<file path="src/rtl/jtdd_mcu_pkg.sv">
// jtdd_mcu_pkg: shared types and default constants for the main-CPU/sub-MCU interface
package jtdd_mcu_pkg;
   localparam int          SHR_AW        = 9;
   localparam logic [15:0] SHR_BASE_DEF  = 16'h2000;
   localparam logic [15:0] NMI_ADDR_DEF  = 16'h380E;
   localparam logic [15:0] ACK_ADDR_DEF  = 16'h380F;
   localparam logic [15:0] HALT_ADDR_DEF = 16'h380D;
   localparam logic [7:0]  WAIT_MAX_DEF  = 8'd255;

   typedef enum logic [2:0] {ST_IDLE, ST_WAIT, ST_ACC, ST_RD, ST_DONE} st_t;

   function automatic logic win_hit(input logic [15:0] a, input logic [15:0] base);
      return a[15:SHR_AW] == base[15:SHR_AW];
   endfunction
endpackage

</file>
<file path="src/rtl/jtdd_mcu_irqlatch.sv">
// jtdd_mcu_irqlatch: rising-edge detect on the MCU request with a set-priority clear
module jtdd_mcu_irqlatch (
   input  logic clk,
   input  logic rstn,
   input  logic i_lvl,
   input  logic i_clr,
   output logic o_irq
);
   logic r_prev;
   logic w_rise;

   assign w_rise = i_lvl && !r_prev;

   always_ff @(posedge clk or negedge rstn) begin
      if (!rstn) begin
         r_prev <= 1'b0;
         o_irq  <= 1'b0;
      end else begin
         r_prev <= i_lvl;
         o_irq  <= w_rise ? 1'b1 : i_clr ? 1'b0 : o_irq;
      end
   end
endmodule

</file>
<file path="src/rtl/jtdd_mcu_if.sv">
// jtdd_mcu_if: main-CPU side of the sub-MCU shared RAM window, NMI/halt control and IRQ latch
module jtdd_mcu_if
   import jtdd_mcu_pkg::*;
#(
   parameter logic [15:0] SHR_BASE  = SHR_BASE_DEF,
   parameter logic [15:0] NMI_ADDR  = NMI_ADDR_DEF,
   parameter logic [15:0] ACK_ADDR  = ACK_ADDR_DEF,
   parameter logic [15:0] HALT_ADDR = HALT_ADDR_DEF,
   parameter logic [7:0]  WAIT_MAX  = WAIT_MAX_DEF
)(
   input  logic        clk,
   input  logic        rstn,
   input  logic        cpu_cen,
   input  logic [15:0] cpu_addr,
   input  logic        cpu_rnw,
   input  logic [7:0]  cpu_dout,
   output logic [7:0]  cpu_din,
   output logic        cpu_wait,
   output logic        cpu_irq,
   output logic [8:0]  cpu_AB,
   output logic        cpu_wrn,
   output logic        com_cs,
   input  logic [7:0]  mcu_ram,
   input  logic        mcu_ban,
   output logic        mcu_nmi_set,
   output logic        mcu_haltn,
   input  logic        mcu_irqmain,
   output logic        abort_err
);
   st_t        r_st, w_nx;
   logic       r_rnw, r_nmi_pend;
   logic [7:0] r_cnt;
   logic       w_cen, w_hit, w_reg_wr, w_nmi_wr, w_ack_wr, w_halt_wr, w_nmi_fire, w_to, w_unused;

   assign w_cen      = rstn && cpu_cen && r_st == ST_IDLE;
   assign w_hit      = w_cen && win_hit(cpu_addr, SHR_BASE);
   assign w_reg_wr   = w_cen && !cpu_rnw && !win_hit(cpu_addr, SHR_BASE);
   assign w_nmi_wr   = w_reg_wr && cpu_addr == NMI_ADDR;
   assign w_ack_wr   = w_reg_wr && cpu_addr == ACK_ADDR;
   assign w_halt_wr  = w_reg_wr && cpu_addr == HALT_ADDR;
   assign w_to       = r_st == ST_WAIT && !mcu_ban && r_cnt == WAIT_MAX - 8'd1;
   // a pending request keeps back-to-back NMI writes as separate pulses
   assign w_nmi_fire = !mcu_nmi_set && (w_nmi_wr || r_nmi_pend);
   // write data travels to the RAM straight from cpu_dout; only bit 0 is used here
   assign w_unused   = ^cpu_dout[7:1];

   always_comb begin
      w_nx     = r_st;
      cpu_wait = w_hit;
      com_cs   = 1'b0;
      cpu_wrn  = 1'b1;
      case (r_st)
         ST_IDLE: w_nx = w_hit ? (mcu_ban ? ST_ACC : ST_WAIT) : ST_IDLE;
         ST_WAIT: begin
            cpu_wait = 1'b1;
            w_nx     = mcu_ban ? ST_ACC : w_to ? ST_DONE : ST_WAIT;
         end
         ST_ACC: begin
            cpu_wait = 1'b1;
            com_cs   = 1'b1;
            cpu_wrn  = r_rnw;
            w_nx     = r_rnw ? ST_RD : ST_DONE;
         end
         ST_RD: begin
            cpu_wait = 1'b1;
            w_nx     = ST_DONE;
         end
         default: w_nx = ST_IDLE;
      endcase
   end

   always_ff @(posedge clk or negedge rstn) begin
      if (!rstn) begin
         r_st        <= ST_IDLE;
         r_rnw       <= 1'b1;
         r_cnt       <= 8'd0;
         r_nmi_pend  <= 1'b0;
         cpu_AB      <= '0;
         cpu_din     <= 8'hFF;
         mcu_nmi_set <= 1'b0;
         mcu_haltn   <= 1'b0;
         abort_err   <= 1'b0;
      end else begin
         r_st <= w_nx;
         if (w_hit) begin
            cpu_AB <= cpu_addr[SHR_AW-1:0];
            r_rnw  <= cpu_rnw;
         end
         r_cnt <= r_st == ST_WAIT ? r_cnt + 8'd1 : r_st == ST_DONE ? 8'd0 : r_cnt;
         if (r_st == ST_RD) cpu_din <= mcu_ram;
         else if (w_to) cpu_din <= 8'hFF;
         abort_err   <= abort_err || w_to;
         mcu_nmi_set <= w_nmi_fire;
         r_nmi_pend  <= mcu_nmi_set ? (r_nmi_pend || w_nmi_wr) : (r_nmi_pend && w_nmi_wr);
         if (w_halt_wr) mcu_haltn <= cpu_dout[0];
      end
   end

   jtdd_mcu_irqlatch u_irq (
      .clk   (clk),
      .rstn  (rstn),
      .i_lvl (mcu_irqmain),
      .i_clr (w_ack_wr),
      .o_irq (cpu_irq)
   );
endmodule

</file>
<file path="config.mk">
export PLATFORM = sky130hd
export DESIGN_NAME = jtdd_mcu_if
export DESIGN_NICKNAME = d
export VERILOG_FILES = /design/src/rtl/jtdd_mcu_pkg.sv /design/src/rtl/jtdd_mcu_irqlatch.sv /design/src/rtl/jtdd_mcu_if.sv
export SDC_FILE = /design/constraint.sdc
export NUM_CORES = 1
export LEC_CHECK = 0
export CAP_MARGIN = 20
export CELL_PAD_IN_SITES_DETAIL_PLACEMENT = 1
export CELL_PAD_IN_SITES_GLOBAL_PLACEMENT = 1
export CORE_UTILIZATION = 36
export DETAILED_ROUTE_END_ITERATION = 10
export PLACE_DENSITY = 0.94
export SYNTH_ARGS = -nofsm -noshare
export SYNTH_HDL_FRONTEND = slang
export SYNTH_HIERARCHICAL = 1
export SYNTH_SLANG_ARGS = --single-unit
</file>
<file path="constraint.sdc">
create_clock -name clk -period 4.05 [get_ports clk]
set_input_delay 0.81 -clock clk [delete_from_list [all_inputs] [get_ports clk]]
set_output_delay 0.81 -clock clk [all_outputs]
set_load 0.1 [all_outputs]
</file>
# Yosys cells after proc, flatten, opt, wreduce, memory -nomap -nowiden
# Index checks and enable logic that the tools add are counted.
# word_totals
register_bits	35
latchBits	0
ram_bits	0
rom_bits	0
inputBits	38
out_inout_bits	24
word_cells	62
memories	0
# op_classes
addsub	1
mul	0
div	0
n_lt_le_gt_ge	0
n_eq_ne	9
shift	0
muxes	16
n_bitwise	0
n_reduce_logical	25
# ops
cell	n
$eq 16x14->1 const B	3
$mux 8	4
$logic_and 1x1->1	13
$pmux 3 s4	1
$mux 3	3
$add 8x1->8 const B	1
$eq 8x8->1 const B	1
$eq 7x5->1 const B	1
$eq 3x2->1 const B	2
$mux 1	6
$reduce_bool 2->1	3
$logic_not 1->1	5
$mux 2	2
$eq 3x1->1 const B	1
$eq 3x3->1 const B	1
$logic_not 3->1	1
$reduce_or 3->1	1
$logic_or 1x1->1	2

# Logic depth before layout (Yosys ltp)
# Gate-level depths: netlist of the first run.
# logic_depth
depth_word	7
ltp_mapped	7

# Modules after synthesis
# The synthesis of the first run kept the hierarchy.
# modules_own_cells
module	n_inst	cells_each	area_per_inst_um2	seq_area_each_um2
jtdd_mcu_if	1	143	1605.3	837.1
jtdd_mcu_irqlatch	1	5	70.1	50.0

# Worst setup path before layout of the first run
# OpenSTA, ideal clock, no wires.
# synth_path
kind	input-to-output
from	input port cpu_addr[14]
to	output port cpu_wait
arrival_ps	3116
required_ps	3240
setup_slack_ps	124
path_stages	5
path_cell_list	or4b_1 or4_1 buf_2 buf_6 o21ai_0
# synth_via
elab_chain_len	3
# synth_lines
element	line	text
from (decl)	jtdd_mcu_if.sv:14	input logic [15:0] cpu_addr,
$eq 7x5->1	jtdd_mcu_pkg.sv:13	return a[15:SHR_AW] == base[15:SHR_AW];
$logic_and 1x1->1	jtdd_mcu_if.sv:36	assign w_hit = w_cen && win_hit(cpu_addr, SHR_BASE);
$mux 1	jtdd_mcu_if.sv:52	case (r_st)
to (decl)	jtdd_mcu_if.sv:18	output logic cpu_wait,
# No other way between the ends.

# Worst setup path in the final report of the first run
# Same ends and word-level chain as after synthesis.

==> results of run 1 <==
path summary, 6_finish.rpt:
path	endpoint	from	slack (ns)
worst min-delay path	u_irq/o_irq	u_irq/r_prev	0.46
min in group asynchronous	cpu_AB[6]	rstn	0.99
worst min register to register	u_irq/o_irq	u_irq/r_prev	0.46
worst max-delay path	cpu_wait	cpu_addr[14]	0.56
worst max register to register	cpu_AB[3]	r_st[0]	1.75
max in group asynchronous	cpu_din[4]	rstn	2.71
per-layer routing:
metal | GRT usage | routed length [um] | up-vias
li1 | - | - | 654
met1 | 0.264 | 1960 | 718
met2 | 0.363 | 2630 | 36
met3 | 0.0505 | 155 | 9
met4 | 0.0844 | 95 | 0
met5 | 0 | 0 | -
final cells by class:
class / count / area [um^2] / area share
inverter: 7 / 26.3 / 0.0112
timing repair buffer: 56 / 561 / 0.239
clock inverter: 1 / 5.00 / 0.00213
multi-input combinational: 97 / 719 / 0.306
sequential: 35 / 887 / 0.378
clock buffer: 7 / 86.3 / 0.0367
tap: 52 / 65.1 / 0.0277
cell families (layout without fill, tap and decap cells):
family          count (synthesis)  in the layout  share of synthesized area
mux                            11             11                     0.0896
flops                          35             35                      0.529
fa+ha+maj                       2              2                     0.0149
simple gates                   42             42                      0.143
buf+inv                        16             71                     0.0411
compound gates                 42             42                      0.181
cells in the mapped netlist:
| cell type | count |
|---|---|
| sky130_fd_sc_hd__mux2_2 | 4 |
| sky130_fd_sc_hd__or2_2 | 3 |
| sky130_fd_sc_hd__nand2_1 | 6 |
| sky130_fd_sc_hd__ha_1 | 2 |
| sky130_fd_sc_hd__a21oi_1 | 5 |
| sky130_fd_sc_hd__dfstp_2 | 9 |
| sky130_fd_sc_hd__nor2_1 | 6 |
| sky130_fd_sc_hd__a21o_1 | 2 |
| sky130_fd_sc_hd__or3_1 | 3 |
| sky130_fd_sc_hd__a22o_1 | 3 |
| sky130_fd_sc_hd__and2_1 | 1 |
| sky130_fd_sc_hd__o22ai_2 | 1 |
| sky130_fd_sc_hd__or4b_1 | 1 |
| sky130_fd_sc_hd__nand2b_1 | 1 |
| sky130_fd_sc_hd__o21a_1 | 2 |
| sky130_fd_sc_hd__buf_6 | 1 |
| sky130_fd_sc_hd__o311a_1 | 2 |
| sky130_fd_sc_hd__a221o_1 | 2 |
| sky130_fd_sc_hd__and4b_1 | 1 |
| sky130_fd_sc_hd__nand4bb_1 | 1 |
| sky130_fd_sc_hd__o2bb2ai_1 | 1 |
| sky130_fd_sc_hd__nand3b_1 | 3 |
| sky130_fd_sc_hd__or4_1 | 1 |
| sky130_fd_sc_hd__o21ai_0 | 11 |
| sky130_fd_sc_hd__dfrtp_1 | 26 |
| sky130_fd_sc_hd__nor3_1 | 5 |
| sky130_fd_sc_hd__o21ai_1 | 1 |
| sky130_fd_sc_hd__clkbuf_1 | 7 |
| sky130_fd_sc_hd__o211ai_1 | 2 |
| sky130_fd_sc_hd__mux2_4 | 7 |
| sky130_fd_sc_hd__nand4_1 | 1 |
| sky130_fd_sc_hd__buf_2 | 1 |
| sky130_fd_sc_hd__o31a_1 | 1 |
| sky130_fd_sc_hd__o22a_1 | 8 |
| sky130_fd_sc_hd__a22oi_1 | 1 |
| sky130_fd_sc_hd__nor4_1 | 3 |
| sky130_fd_sc_hd__inv_1 | 7 |
| sky130_fd_sc_hd__nand3_1 | 4 |
| sky130_fd_sc_hd__nor3b_1 | 1 |
| sky130_fd_sc_hd__and3_1 | 1 |
worst max-delay path, stage by stage:
cell,delay [ns]
sky130_fd_sc_hd__clkdlybuf4s50_1,0.40
sky130_fd_sc_hd__or4b_1,0.51
sky130_fd_sc_hd__or4_1,0.55
sky130_fd_sc_hd__o21ai_0,0.19
sky130_fd_sc_hd__buf_12,0.23
registers in the layout, indices dropped and copies added (netlist names):
signal	count
mcu_haltn	1
cpu_din	8
r_st	3
u_irq/r_prev	1
mcu_nmi_set	1
cpu_AB	9
u_irq/o_irq	1
r_cnt	8
abort_err	1
r_nmi_pend	1
r_rnw	1
per-stage QoR:
stage,worst slack [ns],area [um^2],cells,utilization
2_1_floorplan,0.124,1680,148,-
3_3_place_gp,0.557,2260,247,0.512
3_5_place_dp,0.558,2260,247,0.512
4_1_cts,0.548,2350,255,0.532
5_1_grt,0.495,2350,255,0.532
6_report,0.556,2350,255,0.532
power breakdown:
| group | internal, mW | switching [mW] |
|---|---|---|
| clock network | 0.137 | 0.125 |
| registers | 0.366 | 0.0103 |
| logic | 0.0561 | 0.0937 |
==> summary.txt, run 1 <==
================================================================================
Area growth from synthesis to layout                                       40.3%
Initial Util                                                               0.380
Global-route usage over all layers                                         0.215
Cell taking the most area after synthesis                           sky130_fd_sc_hd__dfrtp_1
Number of antenna violations at the first check in global routing              0
Clock-pin slew on the worst setup and hold paths                         0.07 ns
Setup repair after global routing missed its margin                        false
Vias after detailed routing                                                 1417
Number of global-route vias before repair                                   1604
Number of sinks driven by the clock tree                                      35
Setup TNS                                                                   0 ns
Count of final hold-check violations                                           0
Tcrit/Tclk final                                                           0.863
Net count of the finished layout                                             242
Share of the yosys chip area belonging to registers                        0.529
Kind of critical path                                               input pin to output port
DPL Wire Length                                                          3620 um
Wire length of the first global-routing pass                             8110 um
Initial DRC count                                                             55
I/O pin total                                                                 62
Design Power                                                            0.789 mW
Chip height                                                              70.2 um
Worst skew pair latency                                                  0.29 ns
Die W                                                                    70.2 um
Actual transition at the worst max-transition pin                        1.02 ns
Reported leakage power                                                  0.996 nW
Number of remaining DRC errors                                                 0
Clock Tree Buf Depth                                                           2
CTS Buf Count                                                                  5
Maximum clock frequency                                                  286 MHz
Mapped Area                                                            1680 um^2
Critical path endpoint category                                      output port
Worst supply voltage drop on vdd                                          246 uV
Top post-synthesis cells by area                                    sky130_fd_sc_hd__dfrtp_1 39%, sky130_fd_sc_hd__dfstp_2 14%, sky130_fd_sc_hd__mux2_4 6.3%, sky130_fd_sc_hd__o22a_1 4.2%, sky130_fd_sc_hd__o21ai_0 3.3%
Syn_area_per_cell                                                      11.3 um^2
Final count of pins violating max slew                                         0
Crit path time final                                                     3.49 ns
Quantity of I/O buffers inserted on ports                                     54
Post-CTS setup-driven buffer insertion count                                   0
H-Tree Level Count                                                             2
#FFs+latches synth                                                            35
Total wirelength of the detailed-routed design                           4840 um
Clock root cell                                                     sky130_fd_sc_hd__clkbuf_8
Critical path launch point type                                        input pin
Gates resized, CTS repair                                                      0
Number of filler cells placed in the layout                                  476
Rel. slew slack                                                            0.316
Via density per instance                                                    5.56
Die area                                                               4930 um^2
Depth of the worst register-to-register path                                   4
Number of warnings issued by yosys                                             6
Fraction of post-synthesis cell area in the top cell type by area          0.388
Hold buffer count at CTS                                                       0
Area of the core                                                       4410 um^2
Synth unique cells                                                            40
Drt first pass iters                                                           4
Number of nets still failing antenna checks after routing                      0
Mapped Nets                                                                  188
Commonest cells after routing, fill and taps aside                  51 x sky130_fd_sc_hd__clkdlybuf4s50_1, 26 x sky130_fd_sc_hd__dfrtp_1, 11 x sky130_fd_sc_hd__o21ai_0, 9 x sky130_fd_sc_hd__dfstp_2, 8 x sky130_fd_sc_hd__o22a_1
Areal power density over the cells                                   336 nW/um^2
# setup viols final                                                            0
Max-cap viol count                                                             0
Outcome                                                                completed
Share of layout cells above drive strength 1                               0.177
Worst Path Max Fanout                                                          2
Placement row count                                                           24
Final estimated routing congestion in global placement                     0.804
Final hold slack                                                        0.461 ns
Fin Clk Skew                                                          0.00745 ns
Largest net degree at the start of global routing                             36
Number of antenna cells inserted                                               0
Worst hold path cell count                                                     1
Most common cell after layout, fill and taps aside                  sky130_fd_sc_hd__clkdlybuf4s50_1
Number of instances in the synthesized netlist                               148
Arrival time worst endpoint                                              2.68 ns
Average routed wire per standard cell                                    19.0 um
Worst Path Required                                                      3.24 ns
Clock tree from TritonCTS                                                    yes
Total global routing overflow                                                  0
Path type of the worst min-delay path                               register to register
================================================================================
Note: power is estimated with default switching activity, not from simulation.
==> run 2, diff against run 1 <==
- GPL_TIMING_DRIVEN: default -> 0
==> summary.txt, run 2 (synthesis gave the netlist of run 1 again) <==
================================================================================
Outcome                                                                completed
Post-layout instance count excluding filler cells                            262
Total wirelength of the detailed-routed design                           4720 um
Most common cell after layout, fill and taps aside                  sky130_fd_sc_hd__clkdlybuf4s50_1
Worst supply voltage drop on vdd                                          239 uV
Number of antenna cells inserted                                               0
Initial DRC count                                                             95
Regs by FF count                                                    cpu_AB: 9 flops, cpu_din: 8 flops, r_cnt: 8 flops
CTS Buf Count                                                                  5
Number of global-route vias before repair                                   1605
Setup repair after global routing missed its margin                        false
Number of remaining DRC errors                                                 0
Count of final hold-check violations                                           0
Clock Tree Buf Depth                                                           2
Clock tree from TritonCTS                                                    yes
Drt first pass iters                                                           4
Cell count after placement                                                   254
Clock-pin slew on the worst setup and hold paths                         0.07 ns
Critical path endpoint category                                      output port
Die W                                                                    70.2 um
Path type of the worst min-delay path                               register to register
Utilization after layout                                                   0.538
Kind of critical path                                               input pin to output port
Chip height                                                              70.2 um
Vias after detailed routing                                                 1452
Crit-path most repeated cell                                        sky130_fd_sc_hd__buf_2
Share of layout cells above drive strength 1                               0.171
DPL Wire Length                                                          3390 um
Net count of the finished layout                                             249
Maximum clock frequency                                                  253 MHz
Areal power density over the cells                                   339 nW/um^2
Reported leakage power                                                   1.00 nW
Fin Clk Skew                                                          0.00535 ns
Number of nets still failing antenna checks after routing                      0
Area growth from synthesis to layout                                       41.7%
Worst skew pair latency                                                  0.29 ns
Placement row count                                                           24
Register name with the most flops                                         cpu_AB
Area of the core                                                       4410 um^2
Number of flip-flops in the largest register                                   9
Slowest cell delay on critical path                                      0.54 ns
Number of sinks driven by the clock tree                                      35
Final hold slack                                                        0.446 ns
Final estimated routing congestion in global placement                     0.789
Final count of pins violating max slew                                         0
Arrival time worst endpoint                                              3.15 ns
Depth of the worst register-to-register path                                   5
Max-cap viol count                                                             0
I/O pin total                                                                 62
# setup viols final                                                            0
Clock root cell                                                     sky130_fd_sc_hd__clkbuf_8
Worst Path Max Fanout                                                         10
Average routed wire per standard cell                                    18.0 um
Final standard cell area without fillers                               2370 um^2
Global-route usage over all layers                                         0.209
Worst hold path cell count                                                     1
Actual transition at the worst max-transition pin                       0.997 ns
Rel. slew slack                                                            0.333
Worst Path Required                                                      3.24 ns
Crit path time final                                                     3.96 ns
Total global routing overflow                                                  0
Cell area reported after detailed placement                            2280 um^2
Die area                                                               4930 um^2
Initial Util                                                               0.380
Tcrit/Tclk final                                                           0.978
Critical path launch point type                                        input pin
Quantity of I/O buffers inserted on ports                                     54
Hold buffer count at CTS                                                       0
Slowest CP cell                                                     sky130_fd_sc_hd__or4b_1
Worst path cell trace                                               clkdlybuf4s50_1, or4b_1, or4_1, buf_2, buf_6, o21ai_0, buf_2
Wire length of the first global-routing pass                             7950 um
Commonest cells after routing, fill and taps aside                  52 x sky130_fd_sc_hd__clkdlybuf4s50_1, 26 x sky130_fd_sc_hd__dfrtp_1, 11 x sky130_fd_sc_hd__o21ai_0, 9 x sky130_fd_sc_hd__dfstp_2, 8 x sky130_fd_sc_hd__o22a_1
Number of antenna violations at the first check in global routing              0
H-Tree Level Count                                                             2
Via density per instance                                                    5.54
Largest net degree at the start of global routing                             37
================================================================================
run 2: cell types whose count changed in the layout (fill, tap and decap cells not counted), sizes merged:
| cell | before | now |
|---|---|---|
| clkinv | 1 | 0 |
| clkinvlp | 0 | 1 |
| clkbuf | 7 | 14 |
| clkdlybuf4s50 | 51 | 52 |
| buf | 5 | 4 |
run 2: metrics by stage:
step	setup TNS [ns]	worst slack (ns)	total power [mW]
floorplan	0	0.124	0.469
global placement	-1.51	-1.51	0.528
detailed placement	-0.589	-0.589	0.532
CTS	0	0.110	0.814
global route	0	0.0444	0.835
finish	0	0.0910	0.806
run 2: area by class of cell:
type                       count  area, um^2
clock inverter                 1        7.51
inverter                       7        26.3
clock buffer                   7        96.3
sequential                    35         887
buffer                         9        42.5
timing repair buffer          54         531
tap                           52        65.1
fill                         479        2040
multi-input combinational     97         719
run 2: worst max-delay path: cells and delay by family:
family          cells  cell delay (ns)
compound gates      1             0.07
simple gates        2             1.08
buf+inv             4             1.19
run 2: what timing repair did:
action	4_1_cts	5_1_grt
resized for setup	6	0
setup endpoints to repair	1	0
buffers inserted	0	0
run 2: report_power, final:
group,leakage (nW),switching (mW),internal (mW)
combinational,0.504,0.0944,0.0553
sequential,0.447,0.00946,0.366
clock,0.0505,0.126,0.155
run 2: metal layers:
| layer | up-vias | global-route usage | wire length (um) |
|---|---|---|---|
| li1 | 666 | - | - |
| met1 | 737 | 0.270 | 2030 |
| met2 | 40 | 0.345 | 2440 |
| met3 | 9 | 0.0519 | 186 |
| met4 | 0 | 0.0644 | 63 |
| met5 | - | 0 | 0 |
run 2: final timing paths:
kind	from	end	slack, ns
min	u_irq/r_prev	u_irq/o_irq	0.45
min in group asynchronous	rstn	cpu_AB[8]	0.61
max in group asynchronous	rstn	r_cnt[5]	2.94
min reg2reg	u_irq/r_prev	u_irq/o_irq	0.45
max reg2reg	r_st[0]	cpu_AB[7]	1.79
max	cpu_addr[14]	cpu_wait	0.09
